`config.mk`:
```
export PLATFORM = sky130hd
export DESIGN_NAME = seq_addsub
export DESIGN_NICKNAME = d
export VERILOG_FILES = /design/src/rtl/seq_addsub.sv
export SDC_FILE = /design/constraint.sdc
export NUM_CORES = 1
export LEC_CHECK = 0
export CAP_MARGIN = 25
export CORE_ASPECT_RATIO = 0.7
export CORE_MARGIN = 1
export CORE_UTILIZATION = 53
export CTS_BUF_LIST = sky130_fd_sc_hd__clkbuf_4
export CTS_CLUSTER_SIZE = 24
export DETAILED_ROUTE_END_ITERATION = 10
export GPL_ROUTABILITY_DRIVEN = 0
export HOLD_SLACK_MARGIN = 0.05
export PLACE_DENSITY = 0.88
export RECOVER_POWER = 50
export SLEW_MARGIN = 25
export SYNTH_ARGS = -nofsm -noshare
export SYNTH_HDL_FRONTEND = slang
export SYNTH_SLANG_ARGS = --single-unit
```
`constraint.sdc`:
```
create_clock -name clk -period 2.9 [get_ports clk]
set_input_delay 0.435 -clock clk [delete_from_list [all_inputs] [get_ports clk]]
set_output_delay 0.435 -clock clk [all_outputs]
set_load 0.05 [all_outputs]
```
`src/rtl/seq_addsub.sv`:
```
// seq_addsub: multi-cycle N-bit add/subtract built from a W-bit slice adder.
// The operands are processed one W-bit slice per clock, least significant
// slice first. The carry between slices is held in a register.
//
// Ports
//   clk    rising-edge clock
//   rst_n  asynchronous active-low reset
//   start  request, sampled only while busy=0
//   sub    0 = add, 1 = subtract (latched with start)
//   A, B   N-bit operands (latched with start)
//   C0     carry-in (add) / borrow-in (sub) (latched with start)
//   busy   operation in flight
//   done   one-cycle pulse when S and the flags update
//   S      N-bit result
//   CN     carry-out; in subtract mode 1 = no borrow
//   V      signed overflow
//   Z      S == 0
//
// N must be a multiple of W, and 1 <= W <= N.
module seq_addsub #(
   parameter int unsigned N = 8,
   parameter int unsigned W = 4
) (
   input  logic         clk,
   input  logic         rst_n,
   input  logic         start,
   input  logic         sub,
   input  logic [N-1:0] A,
   input  logic [N-1:0] B,
   input  logic         C0,
   output logic         busy,
   output logic         done,
   output logic [N-1:0] S,
   output logic         CN,
   output logic         V,
   output logic         Z
);

   localparam int unsigned K  = N / W;
   localparam int unsigned CW = (K > 1) ? $clog2(K) : 1;

   typedef enum logic [1:0] {
      ST_IDLE = 2'd0,
      ST_RUN  = 2'd1,
      ST_DONE = 2'd2
   } state_t;

   state_t          r_state;
   logic [N-1:0]    r_a;
   logic [N-1:0]    r_b;
   logic            r_sub;
   logic            r_carry;
   logic [CW-1:0]   r_cnt;
   logic [N-1:0]    r_acc;

   logic [W-1:0]    w_a_sl;
   logic [W-1:0]    w_b_sl;
   logic [W:0]      w_slice;
   logic [W-1:0]    w_sum;
   logic            w_cout;
   logic            w_ovf;
   logic            w_last;
   logic [N-1:0]    w_res;
   int unsigned     w_base;

   // Slice adder for the slice selected by the counter, plus the merged result
   always_comb begin
      w_base  = 32'(r_cnt) * W;
      w_a_sl  = r_a[w_base +: W];
      // Subtract uses the inverted B slice; the inverted borrow-in was loaded
      // into the carry register when the operation was accepted.
      w_b_sl  = r_sub ? ~r_b[w_base +: W] : r_b[w_base +: W];
      w_slice = (W+1)'(w_a_sl) + (W+1)'(w_b_sl) + (W+1)'(r_carry);
      w_sum   = w_slice[W-1:0];
      w_cout  = w_slice[W];
      // Same-sign operands producing a different-sign sum is equivalent to
      // carry-into-MSB XOR carry-out-of-MSB, and also works for W=1.
      w_ovf   = (w_a_sl[W-1] == w_b_sl[W-1]) && (w_sum[W-1] != w_a_sl[W-1]);
      w_last  = (r_cnt == CW'(K - 1));
      w_res   = r_acc;
      w_res[w_base +: W] = w_sum;
   end

   // Control FSM, operand/carry registers and registered outputs
   always_ff @(posedge clk or negedge rst_n) begin
      if (!rst_n) begin
         r_state <= ST_IDLE;
         r_a     <= '0;
         r_b     <= '0;
         r_sub   <= 1'b0;
         r_carry <= 1'b0;
         r_cnt   <= '0;
         r_acc   <= '0;
         busy    <= 1'b0;
         done    <= 1'b0;
         S       <= '0;
         CN      <= 1'b0;
         V       <= 1'b0;
         Z       <= 1'b0;
      end else begin
         done <= 1'b0;
         case (r_state)
            // DONE accepts a new start exactly like IDLE, which gives the
            // back-to-back rate of one operation per K+1 cycles.
            ST_IDLE, ST_DONE: begin
               if (start) begin
                  r_a     <= A;
                  r_b     <= B;
                  r_sub   <= sub;
                  r_carry <= sub ? ~C0 : C0;
                  r_cnt   <= '0;
                  r_acc   <= '0;
                  busy    <= 1'b1;
                  r_state <= ST_RUN;
               end else begin
                  busy    <= 1'b0;
                  r_state <= ST_IDLE;
               end
            end
            ST_RUN: begin
               r_acc   <= w_res;
               r_carry <= w_cout;
               if (w_last) begin
                  S       <= w_res;
                  CN      <= w_cout;
                  V       <= w_ovf;
                  Z       <= (w_res == '0);
                  done    <= 1'b1;
                  busy    <= 1'b0;
                  r_state <= ST_DONE;
               end else begin
                  r_cnt   <= r_cnt + CW'(1);
               end
            end
            default: begin
               busy    <= 1'b0;
               r_state <= ST_IDLE;
            end
         endcase
      end
   end

endmodule

```
==> reports/metrics.yaml <==
r2r_end: "Z"
cp.required_ns: 3.14
critPathKind: "flop to flop"
setup_viol: 0
reg2reg_setup_slack_ns: 0.41
cts_buffer_depth: 2
wl_per_cell_um: 14.1
row_count: 16
reg2regPathDepth: 8
violations: "capacitance limit, slew limit"
viasPerCell: 5.36
yosys-top-cells-count: "nand2_1 (70), dfrtp_1 (37), mux2i_1 (5), xnor2_1 (5), inv_1 (4)"
maxCapViolCount: 1
cts_setup_buffers: 0
final_hold_viol_count: 0
antenna-diode-count: 0
grt_max_degree: 38
fin_crit_sh_pct: 85.8
synth_flop_cell: "dfrtp_1"
overflow: 0
io_buffer_count: 33
path_max_fanout: 10
cts_hold_buf: 0
hold_depth: 2
vias: 1298
cts_root_buffer: "clkbuf_4"
ys_ff_latch: 37
syn_nets: 197
fp.dieW_um: 70.3
min_from: "S[5]"
dr.pass1.iters: 4
ant_nets: 0
drc: 0
final_layout_size_suffix_gt1_share_pct: 10.7
hold_path_class: "flop to flop"
cts_buffers: 5
synth_area_leaders: "dfrtp_1 (53%), nand2_1 (15%), mux2i_1 (2.9%)"
core_um2: 2940
insertion_delay_ns: 0.33
rsz0062_at_grt: "false"
htree_levels: 2
antenna_found_initial: 0
grt_pass1_wl_mm: 5.98
initialDrtViolationCount: 75
synth_cell_type_count: 34
syn_inst: 171
area_growth_pct: 22.0
status: "complete, but fails checks"
synth.avg_cell_area_um2: 10.1
r2r-start: "r_cnt"
synth-edff-count: 0
ys_warn_count: 0
initial_core_util_pct: 58.8
period_minus_slack_ns: 2.49
fp.dieH_um: 49.8
cp-end-kind: "flop"
grt_pass1_vias: 1320
cts_resized: 0
drv_slew: 38
synth_area_um2: 1730
finClkSkew_ns: 0.00876
max_slew.worst_pin.slew_ns: 1.95
io-pin-count: 34
crit_arrival_ns: 2.73
yosys.cell_count.top_type: "nand2_1"
hpwl_mm: 2.53
yosysTopAreaCellShare_pct: 53.5
tritoncts: "built"
tns_ns: 0
clk_pin_slew_ns: 0.11
ys_seq_area_share_pct: 53.5
holdPathEnd: "S[5]"
clock-sinks: 37
final_nets: 232
grt_usage_pct: 22.4
ys_async_sr_fraction_pct: 100
die_area_um2: 3500
slew_headroom_pct: -30.1
wl_mm: 3.42
yosys.area.top_type: "dfrtp_1"
clock.fmax_mhz: 402
startpoint_type: "flop"
[sequential cells by signal, summed over array words and instances, names as in the netlist]
| name | flops |
|---|---|
| S | 8 |
| r_a | 8 |
| r_b | 8 |
| r_acc | 4 |
| CN | 1 |
| V | 1 |
| Z | 1 |
| busy | 1 |
| done | 1 |
| r_carry | 1 |
| r_cnt | 1 |
| r_state | 1 |
| r_sub | 1 |
[cells in the final DEF (no fill, tap or decap)]
master and n:
nand2_2 3, a22o_1 2, dfrtp_1 37, o221ai_1 1
buf_4 1, nand4b_1 1, fa_1 2, o21ai_4 1
clkbuf_4 6, dlygate4sd3_1 2, nand2b_1 3, nor4_1 1
inv_2 2, nor2_2 1, ha_1 3, mux2_4 1
o31ai_2 1, a21oi_1 1, mux2i_1 5, xor2_2 1
clkinv_1 1, a21oi_2 1, a21o_1 2, clkdlybuf4s50_1 31
inv_1 4, mux2_2 3, o2bb2ai_1 2, xor2_1 2
nor2_1 2, a21o_2 1, nand2_1 70, o21ai_1 2
o31ai_1 1, nor2b_1 1, clkbuf_1 2, nand3b_1 1
xnor2_1 5
[per-layer routing]
layer  global-route usage, %  vias up  wire length [um]
met5                       0        -                 0
met4                    6.67        0                35
met3                    7.36        6               260
met2                    35.1       56              1580
met1                    29.9      622              1540
li1                        -      614                 -
[final cells by class]
cell class,count,area [um^2]
tap,36,45.0
sequential,37,926
fill,206,831
clock inverter,1,3.75
timing repair buffer,36,345
inverter,6,22.5
clock buffer,6,45.0
multi-input combinational,120,724
[metrics by stage]
| stage | std cells | hold slack (ns) | area [um^2] | setup slack, ns | utilization (%) |
|---|---|---|---|---|---|
| 2_1_floorplan | 171 | 0.139 | 1730 | 0.512 | - |
| 3_3_place_gp | 235 | 0.458 | 2070 | 0.541 | 70.5 |
| 3_5_place_dp | 235 | 0.469 | 2070 | 0.427 | 70.5 |
| 4_1_cts | 242 | 0.492 | 2120 | 0.404 | 72.2 |
| 5_1_grt | 242 | 0.510 | 2110 | 0.177 | 71.8 |
| 6_report | 242 | 0.487 | 2110 | 0.412 | 71.8 |
[worst max path at each step]
stage	start	endpoint	slack (ns)	depth (start not counted)
4_1_cts	r_cnt	Z	0.40	8
5_1_grt	rst_n	r_acc[0]	0.18	2
3_3_place_gp	r_cnt	Z	0.54	8
2_1_floorplan	r_cnt	Z	0.51	9
3_5_place_dp	r_cnt	Z	0.43	8
6_report	r_cnt	Z	0.41	8
[critical path, stage by stage, from the launching register on]
cell and delay, ns:
dfrtp_1 0.40, buf_4 0.19, mux2i_1 0.15, fa_1 0.48, inv_1 0.10, fa_1 0.46, nor4_1 0.29, nand4b_1 0.13
o31ai_1 0.20
[logic make-up after synthesis]
family | after synthesis | share of synthesized area [%]
simple gates | 83 | 20.0
flops | 37 | 53.5
compound gates | 15 | 7.37
buf+inv | 14 | 4.48
mux | 9 | 5.71
xor+xnor | 8 | 4.48
fa+ha+maj | 5 | 4.48
Power is left out: the tool's default activity adds up to more than one toggle a clock period on the data nets, which glitch-free logic cannot reach.
